File: config.mk
export PLATFORM = sky130hd
export DESIGN_NAME = ldlt_stream_engine
export DESIGN_NICKNAME = d
export VERILOG_FILES = /design/src/rtl/ldlt_stream_engine.sv
export SDC_FILE = /design/constraint.sdc
export NUM_CORES = 2
export LEC_CHECK = 0
export CAP_MARGIN = 20
export CORE_MARGIN = 2
export CORE_UTILIZATION = 30
export DETAILED_ROUTE_END_ITERATION = 6
export PLACE_DENSITY = 0.46
export SLEW_MARGIN = 20
export SYNTH_ARGS = -nofsm -noshare
export SYNTH_HDL_FRONTEND = slang
export SYNTH_SLANG_ARGS = --single-unit
File: constraint.sdc
create_clock -name clock -period 7.8 [get_ports clock]
set_input_delay 1.17 -clock clock [delete_from_list [all_inputs] [get_ports clock]]
set_output_delay 1.17 -clock clock [all_outputs]
set_load 0.03 [all_outputs]
File: src/rtl/ldlt_stream_engine.sv
// Streaming LDL^T front-end: checks the job shape, captures the diagonal of A and the b vector,
// then streams back one of three per-row result words under valid/ready flow control.
module ldlt_stream_engine #(
    parameter int          W         = 64,
    parameter int          N_MAX     = 16,
    parameter logic [63:0] CONST_VAL = 64'h3FF0000000000000
) (
    input  logic         clock,
    input  logic         reset,
    input  logic         start,
    input  logic         abort,
    input  logic [15:0]  rows,
    input  logic [15:0]  cols,
    input  logic [1:0]   mode,
    output logic         busy,
    output logic         done,
    output logic         err,
    input  logic [W-1:0] data_in,
    input  logic         data_in_valid,
    output logic         data_in_ready,
    output logic [W-1:0] data_out,
    output logic         data_out_valid,
    input  logic         data_out_ready
);
    // state   | meaning
    // IDLE    | waiting for start
    // CHECK   | one-cycle validation of the registered job shape
    // RECV    | consuming A row-major, then b
    // COMPUTE | one cycle, preloads result word 0
    // SEND    | streaming rows result words
    // FIN     | one-cycle done pulse
    localparam int IW = (N_MAX > 1) ? $clog2(N_MAX) : 1;
    localparam logic [W-1:0] CONST_W = CONST_VAL[W-1:0];

    typedef enum logic [2:0] {IDLE, CHECK, RECV, COMPUTE, SEND, FIN} state_t;

    state_t       state_q, state_d;
    logic [15:0]  rows_q, rows_d, cols_q, cols_d;
    logic [1:0]   mode_q, mode_d;
    logic         err_q, err_d;
    logic [15:0]  row_q, row_d, col_q, col_d;
    logic         bphase_q, bphase_d;
    logic [W-1:0] dout_q, dout_d;
    logic         dval_q, dval_d;
    logic [W-1:0] diag_q [N_MAX];
    logic [W-1:0] bvec_q [N_MAX];
    logic         diag_we, bvec_we;
    logic         in_fire, out_fire;
    logic [15:0]  last_idx, rd_idx;
    logic [W-1:0] rd_word;

    assign busy           = (state_q != IDLE);
    assign done           = (state_q == FIN);
    assign err            = err_q;
    assign data_in_ready  = (state_q == RECV);
    assign data_out       = dout_q;
    assign data_out_valid = dval_q;
    assign in_fire        = data_in_valid && data_in_ready;
    assign out_fire       = dval_q && data_out_ready;
    assign last_idx       = rows_q - 16'd1;

    // Read port: word 0 is fetched in COMPUTE, word i+1 on each SEND transfer.
    always_comb begin
        rd_idx  = (state_q == SEND) ? col_q + 16'd1 : 16'd0;
        rd_word = '0;
        case (mode_q)
            2'd0:    rd_word = CONST_W;
            2'd1:    rd_word = bvec_q[rd_idx[IW-1:0]];
            2'd2:    rd_word = diag_q[rd_idx[IW-1:0]];
            default: rd_word = '0;
        endcase
    end

    always_comb begin
        state_d  = state_q;
        rows_d   = rows_q;
        cols_d   = cols_q;
        mode_d   = mode_q;
        err_d    = err_q;
        row_d    = row_q;
        col_d    = col_q;
        bphase_d = bphase_q;
        dout_d   = dout_q;
        dval_d   = dval_q;
        diag_we  = 1'b0;
        bvec_we  = 1'b0;
        case (state_q)
            IDLE: begin
                if (start) begin
                    rows_d  = rows;
                    cols_d  = cols;
                    mode_d  = mode;
                    err_d   = 1'b0;
                    state_d = CHECK;
                end
            end
            CHECK: begin
                if (rows_q != cols_q || rows_q == 16'd0 || rows_q > 16'(N_MAX) || mode_q == 2'd3) begin
                    err_d   = 1'b1;
                    state_d = FIN;
                end else begin
                    row_d    = '0;
                    col_d    = '0;
                    bphase_d = 1'b0;
                    state_d  = RECV;
                end
            end
            RECV: begin
                if (in_fire) begin
                    if (!bphase_q) begin
                        diag_we = (row_q == col_q);
                        if (col_q == last_idx) begin
                            col_d = '0;
                            if (row_q == last_idx) bphase_d = 1'b1;
                            else                   row_d    = row_q + 16'd1;
                        end else begin
                            col_d = col_q + 16'd1;
                        end
                    end else begin
                        bvec_we = 1'b1;
                        if (col_q == last_idx) begin
                            col_d   = '0;
                            state_d = COMPUTE;
                        end else begin
                            col_d = col_q + 16'd1;
                        end
                    end
                end
            end
            COMPUTE: begin
                dout_d  = rd_word;
                dval_d  = 1'b1;
                col_d   = '0;
                state_d = SEND;
            end
            SEND: begin
                if (out_fire) begin
                    if (col_q == last_idx) begin
                        dval_d  = 1'b0;
                        state_d = FIN;
                    end else begin
                        col_d  = col_q + 16'd1;
                        dout_d = rd_word;
                    end
                end
            end
            FIN:     state_d = IDLE;
            default: state_d = IDLE;
        endcase
        if (abort && state_q != IDLE) begin
            state_d = IDLE;
            dval_d  = 1'b0;
            diag_we = 1'b0;
            bvec_we = 1'b0;
        end
    end

    always_ff @(posedge clock) begin
        if (reset) begin
            state_q  <= IDLE;
            rows_q   <= '0;
            cols_q   <= '0;
            mode_q   <= '0;
            err_q    <= 1'b0;
            row_q    <= '0;
            col_q    <= '0;
            bphase_q <= 1'b0;
            dout_q   <= '0;
            dval_q   <= 1'b0;
        end else begin
            state_q  <= state_d;
            rows_q   <= rows_d;
            cols_q   <= cols_d;
            mode_q   <= mode_d;
            err_q    <= err_d;
            row_q    <= row_d;
            col_q    <= col_d;
            bphase_q <= bphase_d;
            dout_q   <= dout_d;
            dval_q   <= dval_d;
        end
    end

    // Operand storage is never cleared; a job only reads entries it has written.
    always_ff @(posedge clock) begin
        if (diag_we) diag_q[row_q[IW-1:0]] <= data_in;
        if (bvec_we) bvec_q[col_q[IW-1:0]] <= data_in;
    end
endmodule

==> metrics.txt <==
maximum ir drop on the vdd rail=238.7 µV; Main synth FF type=edfxtp_1; Final Max Tran Viols=0; Max clock buf depth=3; critical path class=reg2reg; master of the slowest instance on the critical path=a211oi_4; Hold-fix buffers, CTS=0; I/O pin cnt=173; Reg clk slew, reported paths=0.06 ns; Max H-tree Level=4; dpl cell area=0.09236 mm²; Worst Setup End Kind=register; count of instances resized after the clock tree is built=0; run status=finished, final reports clean; number of instances in the synthesized netlist=6,255; number of cells on the worst reg-to-reg path=12; peak clock frequency supported by timing=201.7 MHz; sequence of cells on the critical path=inv_1 > ha_1 > or4b_1 > nor4_1 > xnor2_1 > o2111ai_1 > a2111oi_2 > a211oi_4 > a21o_4 > buf_4 > o211ai_1 > a21oi_1; Worst setup SP type=register; count of final hold-check violations=0; total wirelength of the detailed-routed design=297,200 µm; cell types with the largest area share after synthesis=edfxtp_1 71%, nand2_1 5.0%, a221oi_1 4.5%; launch instance of the worst min-delay path=cols_q[6]; Reg-to-Reg Start=rows_q[0]; cell class contributing the biggest share of worst-path delay=compound AO/OA/AOI/OAI gates; Tcrit/Tclk final=0.6356; Critical Path Fanout Max=36; most common cell in the netlist=edfxtp_1; Buffers on Ports=172; total of flip-flops plus latches after synthesis=2,184; Buf+Inv Stages, Crit Path=2; r2r endpoint=data_out[60]; Seq/Total Area, Yosys=0.7458; total power=24,350 µW; die footprint=0.2913 mm²; width of the chip=539.8 µm; synth-to-layout area growth=15.77%; Hold EP=cols_q[6]; Net Count, Synth=6,368; async set-reset flop share out of synthesis=0; global placement routability congestion=0.7726; via count=56,048; per-cell via count in the routed design=5.459; actual transition at the worst max-transition pin=1.132 ns; PwrDens=244.2 mW/mm²; number of design rule violations left after detail routing=0; cell type with the largest total area after synthesis=edfxtp_1; number of warning messages in the yosys log=0; setup TNS after final layout=0 ns; cell depth of the worst min-delay path=2; clock period minus final worst setup slack=4.957 ns; clock latency reported for the late side of the worst-skew pair=0.90 ns; summed instance area of the synthesized netlist=0.08611 mm²; Tot GR Track Use=0.1996; Initial Utilization=0.3017; fraction of layout cells with a size suffix above 1=0.08870; number of nets still failing antenna checks after routing=0; wire length of the first global-routing pass=422,900 µm; number of iterations in the first detailed-routing pass=6; list of most frequent post-synthesis cells=2,048 x edfxtp_1, 1,148 x nand2_1, 667 x nand3_1, 444 x clkbuf_1, 438 x a221oi_1; net total in the final layout=6,403; core area=0.2855 mm²; setup skew after layout=0.07481 ns; final setup violation count=0; initial antenna violation count=32; setup repair bufs after CTS=0; standby leakage power=0.03121 µW; mean post-synth cell area=13.77 µm²; Sink Count=2,184; CTS tree=done; number of different library cells in the post-synthesis netlist=85; final instance area=0.09969 mm²; Placement Rows=196; post-detailed-route wirelength per cell=28.94 µm; vias in the first global route=54,710; Hold Crit Class=reg2reg; delay of the slowest cell on the worst path=0.71 ns; final HPWL from detailed placement=150,900 µm; clk root buf=clkbuf_16; pin count of the biggest net entering global routing=137; count of flip-flops with a built-in enable after synthesis=2,048; Chip Height=539.8 µm; setup repair after global routing missed its margin=false; cts bufs inserted=229; max-cap violations=0; required time of the critical path=8.63 ns; relative slew slack=0.2433; First DRT Iteration DRCs=5,311; endpoint arrival time on the critical path=5.78 ns; top cell type's share of synthesized area=0.7142; setup slack of the most critical reg-to-reg path=2.84 ns; grt ovf=0
-- layer usage --
| metal | track usage | share of wire | vias to the layer above |
|---|---|---|---|
| li1 | - | - | 24282 |
| met1 | 0.2805 | 0.45 | 29496 |
| met2 | 0.3248 | 0.47 | 1880 |
| met3 | 0.02672 | 0.053 | 386 |
| met4 | 0.05073 | 0.023 | 4 |
| met5 | 0 | 0.000074 | - |
-- stage by stage --
| stage | hold slack, ns | utilization | std cells | setup WS, ns |
|---|---|---|---|---|
| floorplan | 0.4329 | - | 6255 | 0.6953 |
| global placement | 0.4463 | 0.3236 | 9820 | 2.282 |
| detailed placement | 0.4523 | 0.3236 | 9821 | 2.660 |
| CTS | 0.4606 | 0.3497 | 10256 | 2.655 |
| global route | 0.4813 | 0.3492 | 10264 | 2.578 |
| finish | 0.4603 | 0.3492 | 10268 | 2.843 |
-- cells by family (layout without fill, tap and decap cells) --
kind of cell,after synthesis,after routing,synth area share
flip-flops,2184,2184,0.7458
multiplexers,83,83,0.009793
other,0,12,0
AO/OA/AOI/OAI,970,970,0.08608
buffers and inverters,529,768,0.02466
AND/OR/NAND/NOR,2395,2395,0.1235
XOR/XNOR,85,85,0.008820
adder cells (fa/ha/maj),9,9,0.001308
-- tightest hold or removal path, delay by kind of cell (launching register included) --
kind | cells | cell delay [ns]
compound gates | 1 | 0.05
simple gates | 1 | 0.05
flops | 1 | 0.31
-- placed cells by master, fill, tap and decap left out, drive strengths merged, types with 44 or more instances in the layout --
master / instances
dfxtp: 136
clkinv: 87
mux2i: 82
nor2: 140
nand3: 667
clkbuf: 325
a221oi: 438
edfxtp: 2048
nand2: 1149
clkdlybuf4s50: 130
a211oi: 47
nor3: 316
o21ai: 58
a311oi: 44
a21oi: 109
a31oi: 131
buf: 184
-- worst max-delay path by stage --
stage / endpoint / slack, ns / from / depth (start not counted)
after CTS: data_out[60] / 2.65 / rows_q[0] / 12
final: data_out[60] / 2.84 / rows_q[0] / 12
after global placement: diag_q[9][27] / 2.28 / data_in_valid / 6
after global routing: data_out[60] / 2.58 / rows_q[0] / 12
after detailed placement: data_out[60] / 2.66 / rows_q[0] / 12
after floorplan: diag_q[3][0] / 0.70 / col_q[0] / 8
-- state kept, by name (all words and copies together) (netlist names) --
| name | cells |
|---|---|
| data_out | 64 |
| data_out_valid | 1 |
| rows_q | 16 |
| col_q | 16 |
| state_q | 3 |
| bvec_q | 1024 |
| bphase_q | 1 |
| mode_q | 2 |
| row_q | 16 |
| err | 1 |
| cols_q | 16 |
| diag_q | 1024 |
-- power by group --
part / switching [µW] / total [µW] / internal [µW] / leakage (µW)
clock: 4730 / 10800 / 6120 / 0.00362
combinational: 485 / 658 / 173 / 0.00809
sequential: 25.8 / 12800 / 12800 / 0.0195
total: 5240 / 24300 / 19100 / 0.0312
-- layout make-up --
| class | count | area (µm²) |
|---|---|---|
| timing repair buffer | 314 | 3054 |
| tap | 3762 | 4707 |
| clock inverter | 110 | 1156 |
| fill | 27728 | 185800 |
| clock buffer | 325 | 6304 |
| multi-input combinational | 3542 | 20140 |
| sequential | 2184 | 64230 |
| inverter | 19 | 78.83 |
| antenna | 12 | 30.03 |
Note: power is estimated with default switching activity, not from simulation.
